File: src/rtl/png_feed_ctrl_if.sv
// ---------------------------------------------------------------------------
// png_feed_ctrl_if
// Handshake bundle between the NIC packet side, the feed sequencer and the
// hard PNG decoder input port.
//
//   pkt_valid/pkt_ready : packet word handshake (NIC -> sequencer)
//   pkt_data            : 8*PKT_BYTES packet bytes, byte 0 in the MSBs
//   pkt_len             : valid byte count of the word
//   pkt_sof/pkt_eof     : first / last word of an image
//   dec_istart          : one-cycle decoder start pulse
//   dec_ivalid/iready   : byte handshake (sequencer -> decoder)
//   dec_ibyte           : byte to the decoder
//
// modport master : environment view (drives packets, drives dec_iready)
// modport slave  : sequencer view (png_feed_ctrl)
// ---------------------------------------------------------------------------
interface png_feed_ctrl_if #(
  parameter int PKT_BYTES = 69,
  parameter int LEN_W     = 7
);
  logic                   pkt_valid;
  logic                   pkt_ready;
  logic [8*PKT_BYTES-1:0] pkt_data;
  logic [LEN_W-1:0]       pkt_len;
  logic                   pkt_sof;
  logic                   pkt_eof;
  logic                   dec_istart;
  logic                   dec_ivalid;
  logic [7:0]             dec_ibyte;
  logic                   dec_iready;

  modport master (
    output pkt_valid, pkt_data, pkt_len, pkt_sof, pkt_eof, dec_iready,
    input  pkt_ready, dec_istart, dec_ivalid, dec_ibyte
  );

  modport slave (
    input  pkt_valid, pkt_data, pkt_len, pkt_sof, pkt_eof, dec_iready,
    output pkt_ready, dec_istart, dec_ivalid, dec_ibyte
  );
endinterface

File: src/rtl/png_feed_ctrl.sv
// ---------------------------------------------------------------------------
// png_feed_ctrl
// Sequencer between the NIC packet interface and the hard PNG decoder.
// Accepts wide packet words, frames them into images with a one-cycle
// decoder start pulse and serialises bytes MSB-first to the decoder under a
// valid/ready handshake. Detects stalls (timeout), framing faults and end of
// image, and reports status.
//
// Ports:
//   clk        : system clock
//   rstn       : asynchronous active-low reset
//   bus        : png_feed_ctrl_if.slave (packet and decoder handshakes)
//   busy       : image in progress (state other than IDLE)
//   done       : one-cycle pulse after the last byte of the eof word
//   err        : one-cycle error pulse
//   err_code   : last error (001 timeout, 010 sof mid-image,
//                011 orphan packet, 100 bad signature), held until next err
//   byte_count : bytes transferred in the current image
//
// Optional feature macro: PNG_SIG_CHECK_EN
//   When defined, the first 8 bytes of each image are checked against the
//   PNG signature 89 50 4E 47 0D 0A 1A 0A; a mismatch aborts the image.
// ---------------------------------------------------------------------------
module png_feed_ctrl #(
  parameter int PKT_BYTES   = 69,
  parameter int LEN_W       = 7,
  parameter int TIMEOUT_CYC = 4096
) (
  input  logic              clk,
  input  logic              rstn,
  png_feed_ctrl_if.slave    bus,
  output logic              busy,
  output logic              done,
  output logic              err,
  output logic [2:0]        err_code,
  output logic [31:0]       byte_count
);

  localparam int WORD_W = 8 * PKT_BYTES;
  localparam int TMO_W  = (TIMEOUT_CYC > 1) ? $clog2(TIMEOUT_CYC + 1) : 1;

  localparam logic [2:0] ERR_TIMEOUT = 3'b001;
  localparam logic [2:0] ERR_SOF_MID = 3'b010;
  localparam logic [2:0] ERR_ORPHAN  = 3'b011;
  localparam logic [2:0] ERR_SIG     = 3'b100;

  typedef enum logic [1:0] {
    S_IDLE,
    S_START,
    S_FEED,
    S_WAIT_PKT
  } state_t;

  state_t             state_q;
  logic [WORD_W-1:0]  word_q;
  logic [LEN_W-1:0]   len_q;
  logic [LEN_W-1:0]   idx_q;
  logic               eof_q;
  logic [TMO_W-1:0]   tmo_q;
  logic               done_q;
  logic               err_q;
  logic [2:0]         code_q;
  logic [31:0]        cnt_q;

  logic               accept;
  logic               xfer;
  logic [LEN_W-1:0]   len_d;
  logic               last_byte;
  logic               tmo_hit;
  logic               sig_bad;
  logic [WORD_W-1:0]  word_sh;

  // Handshake outputs are pure decodes of the state register.
  assign bus.pkt_ready  = (state_q == S_IDLE) || (state_q == S_WAIT_PKT);
  assign bus.dec_istart = (state_q == S_START);
  assign bus.dec_ivalid = (state_q == S_FEED);

  assign busy       = (state_q != S_IDLE);
  assign done       = done_q;
  assign err        = err_q;
  assign err_code   = code_q;
  assign byte_count = cnt_q;

  assign accept = bus.pkt_valid && bus.pkt_ready;
  assign xfer   = bus.dec_ivalid && bus.dec_iready;

  // Oversized lengths are clamped to the physical word size.
  assign len_d = (bus.pkt_len > LEN_W'(PKT_BYTES)) ? LEN_W'(PKT_BYTES) : bus.pkt_len;

  assign last_byte = (idx_q == (len_q - LEN_W'(1)));

  // Fires on the stall cycle that would bring the counter to TIMEOUT_CYC.
  assign tmo_hit = (TIMEOUT_CYC != 0) && (tmo_q == TMO_W'(TIMEOUT_CYC - 1));

  // Byte 0 lives in the MSBs: shift the selected byte up to the top.
  assign word_sh       = word_q << {idx_q, 3'b000};
  assign bus.dec_ibyte = word_sh[WORD_W-1 -: 8];

`ifdef PNG_SIG_CHECK_EN
  logic [3:0] sig_cnt_q;

  function automatic logic [7:0] sig_byte(input logic [2:0] i);
    logic [7:0] b;
    case (i)
      3'd0:    b = 8'h89;
      3'd1:    b = 8'h50;
      3'd2:    b = 8'h4E;
      3'd3:    b = 8'h47;
      3'd4:    b = 8'h0D;
      3'd5:    b = 8'h0A;
      3'd6:    b = 8'h1A;
      default: b = 8'h0A;
    endcase
    return b;
  endfunction

  // sig_cnt_q saturates at 8 so only the first 8 bytes of an image are checked.
  assign sig_bad = xfer && !sig_cnt_q[3] && (bus.dec_ibyte != sig_byte(sig_cnt_q[2:0]));

  always_ff @(posedge clk or negedge rstn) begin
    if (!rstn) begin
      sig_cnt_q <= '0;
    end else if (state_q == S_START) begin
      sig_cnt_q <= '0;
    end else if (xfer && !sig_cnt_q[3]) begin
      sig_cnt_q <= sig_cnt_q + 4'd1;
    end
  end
`else
  assign sig_bad = 1'b0;
`endif

  always_ff @(posedge clk or negedge rstn) begin
    if (!rstn) begin
      state_q <= S_IDLE;
      word_q  <= '0;
      len_q   <= '0;
      idx_q   <= '0;
      eof_q   <= 1'b0;
      tmo_q   <= '0;
      done_q  <= 1'b0;
      err_q   <= 1'b0;
      code_q  <= '0;
      cnt_q   <= '0;
    end else begin
      done_q <= 1'b0;
      err_q  <= 1'b0;
      case (state_q)
        S_IDLE: begin
          tmo_q <= '0;
          if (accept) begin
            if (bus.pkt_sof) begin
              word_q  <= bus.pkt_data;
              len_q   <= len_d;
              eof_q   <= bus.pkt_eof;
              idx_q   <= '0;
              cnt_q   <= '0;
              state_q <= S_START;
            end else begin
              err_q  <= 1'b1;
              code_q <= ERR_ORPHAN;
            end
          end
        end

        S_START: begin
          if (len_q == '0) begin
            if (eof_q) begin
              done_q  <= 1'b1;
              state_q <= S_IDLE;
            end else begin
              state_q <= S_WAIT_PKT;
            end
          end else begin
            state_q <= S_FEED;
          end
        end

        S_FEED: begin
          if (xfer) begin
            cnt_q <= cnt_q + 32'd1;
            tmo_q <= '0;
            // A signature error on the final byte beats completion.
            if (sig_bad) begin
              err_q   <= 1'b1;
              code_q  <= ERR_SIG;
              state_q <= S_IDLE;
            end else if (last_byte) begin
              if (eof_q) begin
                done_q  <= 1'b1;
                state_q <= S_IDLE;
              end else begin
                state_q <= S_WAIT_PKT;
              end
            end else begin
              idx_q <= idx_q + LEN_W'(1);
            end
          end else if (tmo_hit) begin
            err_q   <= 1'b1;
            code_q  <= ERR_TIMEOUT;
            tmo_q   <= '0;
            state_q <= S_IDLE;
          end else if (TIMEOUT_CYC != 0) begin
            tmo_q <= tmo_q + TMO_W'(1);
          end
        end

        S_WAIT_PKT: begin
          if (accept) begin
            word_q <= bus.pkt_data;
            len_q  <= len_d;
            eof_q  <= bus.pkt_eof;
            idx_q  <= '0;
            tmo_q  <= '0;
            if (bus.pkt_sof) begin
              // Abandon the current image and restart with the new one.
              err_q   <= 1'b1;
              code_q  <= ERR_SOF_MID;
              cnt_q   <= '0;
              state_q <= S_START;
            end else if (len_d == '0) begin
              if (bus.pkt_eof) begin
                done_q  <= 1'b1;
                state_q <= S_IDLE;
              end
            end else begin
              state_q <= S_FEED;
            end
          end else if (tmo_hit) begin
            err_q   <= 1'b1;
            code_q  <= ERR_TIMEOUT;
            tmo_q   <= '0;
            state_q <= S_IDLE;
          end else if (TIMEOUT_CYC != 0) begin
            tmo_q <= tmo_q + TMO_W'(1);
          end
        end

        default: state_q <= S_IDLE;
      endcase
    end
  end

endmodule

File: src/flat_wrapper.sv
// flat-port wrapper written by rule: the top's interface ports become plain ports
module png_feed_ctrl_flat 
#(
  parameter int PKT_BYTES   = 69,
  parameter int LEN_W       = 7,
  parameter int TIMEOUT_CYC = 4096
)
  (clk, rstn, busy, done, err, err_code, byte_count, bus_pkt_valid, bus_pkt_data, bus_pkt_len, bus_pkt_sof, bus_pkt_eof, bus_dec_iready, bus_pkt_ready, bus_dec_istart, bus_dec_ivalid, bus_dec_ibyte);
  png_feed_ctrl_if #(.PKT_BYTES(PKT_BYTES), .LEN_W(LEN_W)) bus_i ();
  input  logic clk;
  input  logic rstn;
  output logic busy;
  output logic done;
  output logic err;
  output logic [2:0] err_code;
  output logic [31:0] byte_count;
  input wire logic [$bits(bus_i.pkt_valid)-1:0] bus_pkt_valid;
  input wire logic [$bits(bus_i.pkt_data)-1:0] bus_pkt_data;
  input wire logic [$bits(bus_i.pkt_len)-1:0] bus_pkt_len;
  input wire logic [$bits(bus_i.pkt_sof)-1:0] bus_pkt_sof;
  input wire logic [$bits(bus_i.pkt_eof)-1:0] bus_pkt_eof;
  input wire logic [$bits(bus_i.dec_iready)-1:0] bus_dec_iready;
  output wire logic [$bits(bus_i.pkt_ready)-1:0] bus_pkt_ready;
  output wire logic [$bits(bus_i.dec_istart)-1:0] bus_dec_istart;
  output wire logic [$bits(bus_i.dec_ivalid)-1:0] bus_dec_ivalid;
  output wire logic [$bits(bus_i.dec_ibyte)-1:0] bus_dec_ibyte;
  assign bus_i.pkt_valid = bus_pkt_valid;
  assign bus_i.pkt_data = bus_pkt_data;
  assign bus_i.pkt_len = bus_pkt_len;
  assign bus_i.pkt_sof = bus_pkt_sof;
  assign bus_i.pkt_eof = bus_pkt_eof;
  assign bus_i.dec_iready = bus_dec_iready;
  assign bus_pkt_ready = bus_i.pkt_ready;
  assign bus_dec_istart = bus_i.dec_istart;
  assign bus_dec_ivalid = bus_i.dec_ivalid;
  assign bus_dec_ibyte = bus_i.dec_ibyte;
  png_feed_ctrl #(.PKT_BYTES(PKT_BYTES), .LEN_W(LEN_W), .TIMEOUT_CYC(TIMEOUT_CYC)) u_core (.clk(clk), .rstn(rstn), .bus(bus_i), .busy(busy), .done(done), .err(err), .err_code(err_code), .byte_count(byte_count));
endmodule
File: config.mk
export PLATFORM = sky130hd
export DESIGN_NAME = png_feed_ctrl_flat
export DESIGN_NICKNAME = d
export VERILOG_FILES = /design/src/rtl/png_feed_ctrl_if.sv /design/src/rtl/png_feed_ctrl.sv /design/src/flat_wrapper.sv
export SDC_FILE = /design/constraint.sdc
export NUM_CORES = 1
export LEC_CHECK = 0
export ABC_AREA = 0
export BUFFER_PORTS_ARGS = -buffer_cell sky130_fd_sc_hd__buf_2
export CORE_AREA = 2 2 241 243
export DETAILED_ROUTE_END_ITERATION = 12
export DIE_AREA = 0 0 243 245
export PLACE_DENSITY = 0.73
export SYNTH_ARGS = -nofsm -noshare
export SYNTH_HDL_FRONTEND = slang
export SYNTH_SLANG_ARGS = --single-unit
export TNS_END_PERCENT = 10
File: constraint.sdc
create_clock -name clk -period 3.62 [get_ports clk]
set_clock_uncertainty 0.1 [all_clocks]
set_input_delay 0.724 -clock clk [delete_from_list [all_inputs] [get_ports clk]]
set_output_delay 0.724 -clock clk [all_outputs]
set_load 0.03 [all_outputs]
# Word-level counts from Yosys, hierarchy flattened

Index checks and enable logic that the tools add are counted.

Bits in registers: 619
Latch bits: 0
Bits in writable memories: 0
Memory bits (read-only): 0
Input bits: 565
Output and inout port bits: 49
Word-level logic and storage cells: 111
Memories kept: 0

Add/sub/neg operators: 4
Multiply operators: 0
Divide/modulo/power cells: 0
Magnitude comparators: 1
Equal/unequal tests: 17
Shift-type cells: 1
Multiplexer cells: 62
Bitwise gates (word level): 0
Reduce and logical (&&, ||, !) cells: 16

Operators with widths:

| kind                    | number |
|---|---|
| $mux W552               | 3 |
| $pmux W552 S2           | 1 |
| $shl A552 B10 Y552      | 1 |
| $mux W32                | 3 |
| $pmux W32 S2            | 1 |
| $mux W7                 | 9 |
| $mux W13                | 3 |
| $pmux W13 S3            | 1 |
| $add A32 B1 Y32 const B | 1 |
| $mux W2                 | 11 |
| $pmux W7 S3             | 1 |
| $mux W3                 | 6 |
| $mux W1                 | 17 |
| $logic_not A7 Y1        | 2 |
| $pmux W7 S2             | 1 |
| $add A13 B1 Y13 const B | 1 |
| $eq A13 B12 Y1 const B  | 1 |
| $reduce_and A4 Y1       | 3 |
| $ne A2 B2 Y1 const B    | 5 |
| $pmux W3 S3             | 1 |
| $ne A2 B1 Y1 const B    | 4 |
| $pmux W2 S4             | 1 |
| $add A7 B1 Y7 const B   | 1 |
| $eq A7 B7 Y1            | 1 |
| other kinds (16)        | 22 |

# Depth between registers and ports, before layout

Gate-level depths: netlist of the first run.

Word-level depth: 7
Gate-level depth with buffers: 12
Mapped depth without buffers: 8

# Least setup slack after synthesis of the first run

OpenSTA, ideal clock, no wires.

Kind: register to output
From: register u_core.idx_q[0]
To: output bus_dec_ibyte[3]
Data arrival time: 2,378 ps
Required time: 2,796 ps
Path slack: 418 ps
Stages on the path, launching flop included: 8
Path buffers: 4
Path through: dfrtp_1 > buf_2 > buf_4 > buf_2 > buf_2 > nor3_1 > a22oi_1 > o2111ai_1

Word-level cells in the longest chain between the ends: 1

Ends and longest elaborated chain:

| item                   | RTL line             | RTL |
|---|---|---|
| start, declared        | png_feed_ctrl.sv:57  | `logic [LEN_W-1:0] idx_q;` |
| start signal, assigned | png_feed_ctrl.sv:196 | `idx_q <= idx_q + LEN_W'(1);` |
| $shl A552 B10 Y552     | png_feed_ctrl.sv:96  | `assign word_sh = word_q << {idx_q, 3'b000};` |
| end, declared          | flat_wrapper.sv:26   | `output wire logic [$bits(bus_i.dec_ibyte)-1:0] bus_dec_ibyte;` |

No other way between the ends.

# Worst setup path after layout of the first run

From: register u_core.idx_q[0]
To: output bus_dec_ibyte[2]

The elaborated chain is that of the path after synthesis.

==> flow_metrics.tcl, run 1 <==
set metrics [dict create \
    synth_cell_type_count 60 \
    ys_warn_count 0 \
    ir_worst_vdd_v 0.000751 \
    synth-async-reset-ratio_pct 100 \
    finalSetupTns_ps -1920 \
    htree_levels 3 \
    tightest_slew_ps 864 \
    rsz0062_at_grt "true" \
    drt_first_pass_iters 5 \
    power_density_nw_per_um2 952 \
    hp-class "input pin to async pin" \
    p_leak_uw 0.0186 \
    dp.cells 4407 \
    antenna_found_initial 4 \
    grt_pass1_wl_um 145000 \
    rows 88 \
    synth_edf_count 0 \
    arrival_ps 3060 \
    synth_compound_area_share_pct 3.38 \
    clockBufferDepth 3 \
    cts.reportedPaths.clkPinSlew_ps 60 \
    cp_max_fo 8 \
    start_util_pct 50.4 \
    drive_gt1_share_pct 26.6 \
    synth_flop_cell "dfrtp_1" \
    crit_chain "buf_12 -> buf_8 -> mux4_2 -> mux4_2 -> mux2i_1 -> o221ai_2 -> buf_6" \
    avgSynthCellArea_sq_um 9.17 \
    cts_root_buf "clkbuf_16" \
    layout.cells.non_filler 4560 \
    finalSetupViolCount 8 \
    groute.usage.overall_pct 32.0 \
    synth-adder-area-share_pct 0.392 \
    finalHoldViolations 0 \
    grt_pass1_vias 24952 \
    violations "negative setup slack" \
    period_needed_ps 3890 \
    cp-end-kind "output port" \
    overflow 0 \
    dieWidth_um 243 \
    gp_congestion 0.912 \
    critical_path.most_common_cell "mux4_2" \
    max_stage_delay_ps 550 \
    seq_area_sq_um 15500 \
    worstSetupStartpointType "register" \
    cap_violations 0 \
    cts_tree "yes" \
    yosys.area_share.simple_pct 26.2 \
    clock-sinks 619 \
    period_share_pct 107 \
    netlist_area_sq_um 28800 \
    grt_max_degree 152 \
    status "complete, but fails checks" \
    maxSlewViolCount 0 \
    finalWorstSetupSlack_ps -267 \
    maxSlewHeadroom_pct 42.4 \
    core_sq_um 57000 \
    drc 0 \
    clock_latency_ps 600 \
    wl_per_cell_um 20.9 \
    yosysSeqAreaShare_pct 53.9 \
    multi_input_area_sq_um 12700 \
    numCtsBuffers 67 \
    synth_xor_area_share_pct 1.28 \
    ios 614 \
    die_h_um 245 \
    synth_cells 3136 \
    fp.dieArea_sq_um 59500 \
    fillers 4731 \
    area_growth_pct 25.3 \
    io_buffers 613 \
    cp_slowest_cell "mux4_2" \
    drt-vias-per-instance 5.44 \
    dp_hpwl_um 69700 \
    crit_required_ps 2800 \
    max_freq_mhz 257 \
    ys_seq_elements 619 \
    syn_nets 3710 \
    drtIter0Drc 2173 \
    drt_wl_total_um 95200 \
    ctsHoldBuffers 0 \
    crit_type "register to output port" \
    dp_slack_ps -116 \
    fin_nets 4313 \
    synth_top_family_by_area "simple AND/OR/NAND/NOR gates" \
    ant_nets 0 \
    via_count 24803 \
    synth_mux_area_share_pct 12.0 \
]
[final timing paths]
path	startpoint	to	slack [ps]	cells past startpoint
max	u_core.idx_q[0]$_DFFE_PN0P_	bus_dec_ibyte[2]	-270	7
max reg2reg	u_core.state_q[0]$_DFFE_PN0P_	u_core.idx_q[5]$_DFFE_PN0P_	570	7
min in group clk	bus_pkt_data[65]	u_core.word_q[65]$_DFFE_PN0P_	200	3
min	rstn	u_core.byte_count[29]$_DFFE_PN0P_	40	1
max in group asynchronous	rstn	u_core.word_q[497]$_DFFE_PN0P_	2400	2
min reg2reg	u_core.word_q[214]$_DFFE_PN0P_	u_core.word_q[214]$_DFFE_PN0P_	370	2
[flip-flops by register name (all words and copies together), names as in the netlist]
name and flops:
u_core.err 1, u_core.done 1, u_core.tmo_q 13, u_core.eof_q 1, u_core.len_q 7, u_core.idx_q 7, u_core.word_q 552, u_core.err_code 3
u_core.state_q 2, u_core.byte_count 32
[cells by family after synthesis]
| logic type | Yosys count |
|---|---|
| muxes | 182 |
| and+or+nand+nor | 1930 |
| DFF | 619 |
| buffers and inverters | 208 |
| AOI/OAI and AO/OA | 146 |
| adders and majority gates | 9 |
| xor gates and xnor gates | 42 |
[final cells by class]
type                       count  share of cell area [%]
antenna                        4                  0.0278
tap                          765                    2.66
clock inverter                21                   0.615
sequential                   619                    43.0
multi-input combinational   2309                    35.3
inverter                      22                   0.229
clock buffer                 100                    5.60
timing repair buffer         720                    12.5
[cell usage after synthesis, types with 10 or more instances]
| master | n | share of area, % |
|---|---|---|
| xnor2_1 | 26 | 0.79 |
| o21ai_0 | 27 | 0.47 |
| mux2i_1 | 47 | 1.6 |
| nor2b_1 | 10 | 0.22 |
| nand2_1 | 1734 | 23 |
| clkbuf_1 | 131 | 1.7 |
| nand3_1 | 31 | 0.54 |
| inv_1 | 22 | 0.29 |
| a22oi_1 | 15 | 0.39 |
| mux4_2 | 129 | 10 |
| dfrtp_1 | 619 | 54 |
| nand2b_1 | 10 | 0.22 |
| o22ai_1 | 14 | 0.30 |
| buf_1 | 22 | 0.29 |
| nor2_1 | 68 | 0.89 |
| a21oi_1 | 25 | 0.44 |
| xor2_1 | 16 | 0.49 |
| nor3_1 | 24 | 0.42 |
| buf_2 | 29 | 0.50 |
| a31oi_1 | 11 | 0.24 |
[per-layer routing]
metal  share of wire (%)  track usage, %
met5                   0               0
met4                 5.8            17.3
met3                 7.4            6.05
met2                  48            52.4
met1                  38            40.7
[power breakdown]
part           switching (uW)  internal (uW)
logic                    9370           5620
registers                2060          10200
clock network            2840           4140
total                   14300          20000
[critical path, delay by kind of cell (launching register included)]
family                 cells  cell delay [ps]
muxes                      3             1260
buffers and inverters      3              470
AOI/OAI and AO/OA          1              160
DFF                        1              540
[per-stage QoR]
stage	area (sq um)	total power, uW	util (%)	hold slack [ps]
finish	36000	34300	63.2	38.6
global route	36000	36500	63.2	70.1
CTS	35900	34100	62.9	70.4
detailed placement	33000	26400	57.8	358
global placement	33000	26100	57.8	351
floorplan	28800	21300	-	328
[what timing repair did]
item                                    in CTS  in global routing
pin swaps                                   10                  9
resized for setup                           72                 17
buffers inserted                            18                  5
endpoints found under the setup margin       8                  8
gates cloned                                 5                  0
[layout by cell type (no fill, tap or decap), drive strengths merged, types with 14 or more instances in the layout]
cell type and count:
nand2 1734, buf 718, dfrtp 619, mux4 129, clkbuf 100, nor2 68
mux2i 47, nand3 31, o21ai 28, xnor2 26, a21oi 25, nor3 25
inv 23, xor2 16, a22oi 15, o22ai 14
(Power assumes the default switching activity.)
==> inputs of run 2 (changes only) <==
Settings changed: CTS_BUF_LIST set to sky130_fd_sc_hd__clkbuf_8, REMOVE_ABC_BUFFERS set to 1.
==> run 2 against run 1 <==
Effect of this change: the flow still finishes with violations (negative setup slack); critical path type unchanged; core utilization shrank 0.62 points; via count grew 0.80%; largest power group unchanged; die area is the same; total power shrank 4.0%; critical endpoint is now bus_dec_ibyte[1]; sequential power is essentially flat; largest cell class unchanged.
==> flow_metrics.tcl, run 2 (synthesis gave the netlist of run 1 again) <==
set metrics [dict create \
    status "complete, but fails checks" \
    violations "negative setup slack" \
    grtUsageMet2_pct 48.6 \
    r2r_cells 7 \
    whs_path_depth 3 \
    min_to "u_core.word_q[150]$_DFFE_PN0P_" \
    reg2reg_from "u_core.state_q[1]$_DFFE_PN0P_" \
    via_count 25002 \
    ant_nets 0 \
    hp-class "input pin to register" \
    antenna_found_initial 9 \
    fp.dieArea_sq_um 59500 \
    drive_gt1_share_pct 27.2 \
    numCtsBuffers 102 \
    wl_per_cell_um 20.1 \
    crit_type "register to output port" \
    layout_common_cells "1,734 x nand2_1, 615 x dfrtp_1, 604 x buf_2, 129 x mux4_2, 128 x clkbuf_8" \
    groute.usage.overall_pct 31.0 \
    die_h_um 245 \
    utilization_pct 62.5 \
    htree_levels 3 \
    ios 614 \
    reg2reg_slack_ps 450 \
    period_share_pct 108 \
    arrival_ps 3100 \
    overflow 0 \
    regMostFlops "u_core.word_q" \
    finalWorstSetupSlack_ps -304 \
    crit_required_ps 2800 \
    cts_root_buf "clkbuf_8" \
    worstSetupStartpointType "register" \
    reg2reg_to "u_core.idx_q[5]$_DFFE_PN0P_" \
    largest_reg_flops 552 \
    cts.reportedPaths.clkPinSlew_ps 70 \
    grt_pass1_wl_um 141000 \
    cp_max_fo 7 \
    mostFrequentLayoutCell "nand2_1" \
    finalSetupViolCount 8 \
    finalHoldViolations 0 \
    power_density_nw_per_um2 922 \
    design_area_sq_um 35700 \
    fin_nets 4334 \
    grt_use_met3_pct 6.37 \
    grt_busiest_layer "met2" \
    clock-sinks 619 \
    crit_chain "bufbuf_16 -> mux4_2 -> a22oi_2 -> o2111ai_2 -> nor3_2 -> o22ai_1 -> buf_4" \
    rows 88 \
    max_freq_mhz 255 \
    dieWidth_um 243 \
    start_util_pct 50.4 \
    core_sq_um 57000 \
    clock_latency_ps 690 \
    ir_worst_vdd_v 0.000710 \
    maxSlewViolCount 0 \
    cts_tree "yes" \
    grt_pass1_vias 24630 \
    io_buffers 613 \
    place_area_sq_um 33000 \
    drtIter0Drc 2127 \
    drc 0 \
    grt_use_met1_pct 42.1 \
    dp_hpwl_um 68000 \
    p_leak_uw 0.0187 \
    max_stage_delay_ps 560 \
    drt-vias-per-instance 5.41 \
    drt_wl_total_um 92800 \
    grt_max_degree 155 \
    min-delay-start "bus_pkt_data[150]" \
    cap_violations 0 \
    area_growth_pct 24.0 \
    period_needed_ps 3920 \
    cp-end-kind "output port" \
    maxSlewHeadroom_pct 45.7 \
    tightest_slew_ps 814 \
    cp_slowest_cell "dfrtp_4" \
    clockBufferDepth 3 \
    drt_first_pass_iters 5 \
    gp_congestion 0.911 \
    rsz0062_at_grt "true" \
]
[run 2: area by class of cell]
class / count / area, sq um
inverters: 22 / 82.6
diodes: 9 / 22.5
well taps: 765 / 957
repair buffers: 706 / 4300
clock inverters: 63 / 403
flip-flops and latches: 619 / 15500
multi-input cells: 2309 / 12600
fillers: 4898 / 21400
clock buffers: 128 / 1760
[run 2: worst max path at each step]
stage	depth (start not counted)	from	end	slack, ps
6_report	7	u_core.idx_q[0]$_DFFE_PN0P_	bus_dec_ibyte[1]	-300
5_1_grt	9	u_core.idx_q[0]$_DFFE_PN0P_	bus_dec_ibyte[3]	-410
4_1_cts	7	u_core.idx_q[0]$_DFFE_PN0P_	bus_dec_ibyte[2]	-360
3_5_place_dp	9	u_core.idx_q[1]$_DFFE_PN0P_	bus_dec_ibyte[3]	260
3_3_place_gp	7	u_core.idx_q[0]$_DFFE_PN0P_	bus_dec_ibyte[4]	300
2_1_floorplan	5	bus_pkt_valid	u_core.len_q[1]$_DFFE_PN0P_	-15250
[run 2: per-stage QoR]
| stage | power (uW) | TNS, ps | std cells | setup slack, ps | hold slack (ps) |
|---|---|---|---|---|---|
| after floorplan | 17100 | -8167310 | 2950 | -15250 | 328 |
| after global placement | 25500 | 0 | 4405 | 302 | 352 |
| after detailed placement | 25900 | 0 | 4405 | 258 | 357 |
| after CTS | 32800 | -2690 | 4613 | -360 | 59.2 |
| after global routing | 35200 | -2870 | 4616 | -413 | 88.3 |
| final | 32900 | -2070 | 4621 | -304 | 112 |
[run 2: power by group]
part / switching (uW) / internal, uW / leakage, uW / total (uW)
clock: 2950 / 3490 / 0.00124 / 6440
combinational: 8720 / 5440 / 0.00978 / 14200
sequential: 2040 / 10200 / 0.00767 / 12300
[run 2: repair_timing]
item | in CTS | in global routing
hold buffers | 1 | 0
buffers inserted | 11 | 0
endpoints found under the setup margin | 8 | 8
gates resized for setup | 42 | 20
endpoints found under the hold margin | 62 | 0
cloned | 5 | 0
pin swaps | 6 | 8
[run 2: metal layers]
| metal | part of all wire [%] | wire [um] |
|---|---|---|
| met2 | 47 | 43800 |
| met1 | 40 | 37500 |
| met3 | 8.1 | 7550 |
| met5 | 0.038 | 35 |
| met4 | 4.2 | 3870 |
[run 2: worst max-delay path: cells and delay by family, from the launching register on]
family	cells	cell delay, ps
DFF	1	560
muxes	1	500
and+or+nand+nor	1	190
AOI/OAI and AO/OA	3	600
buffers and inverters	2	540
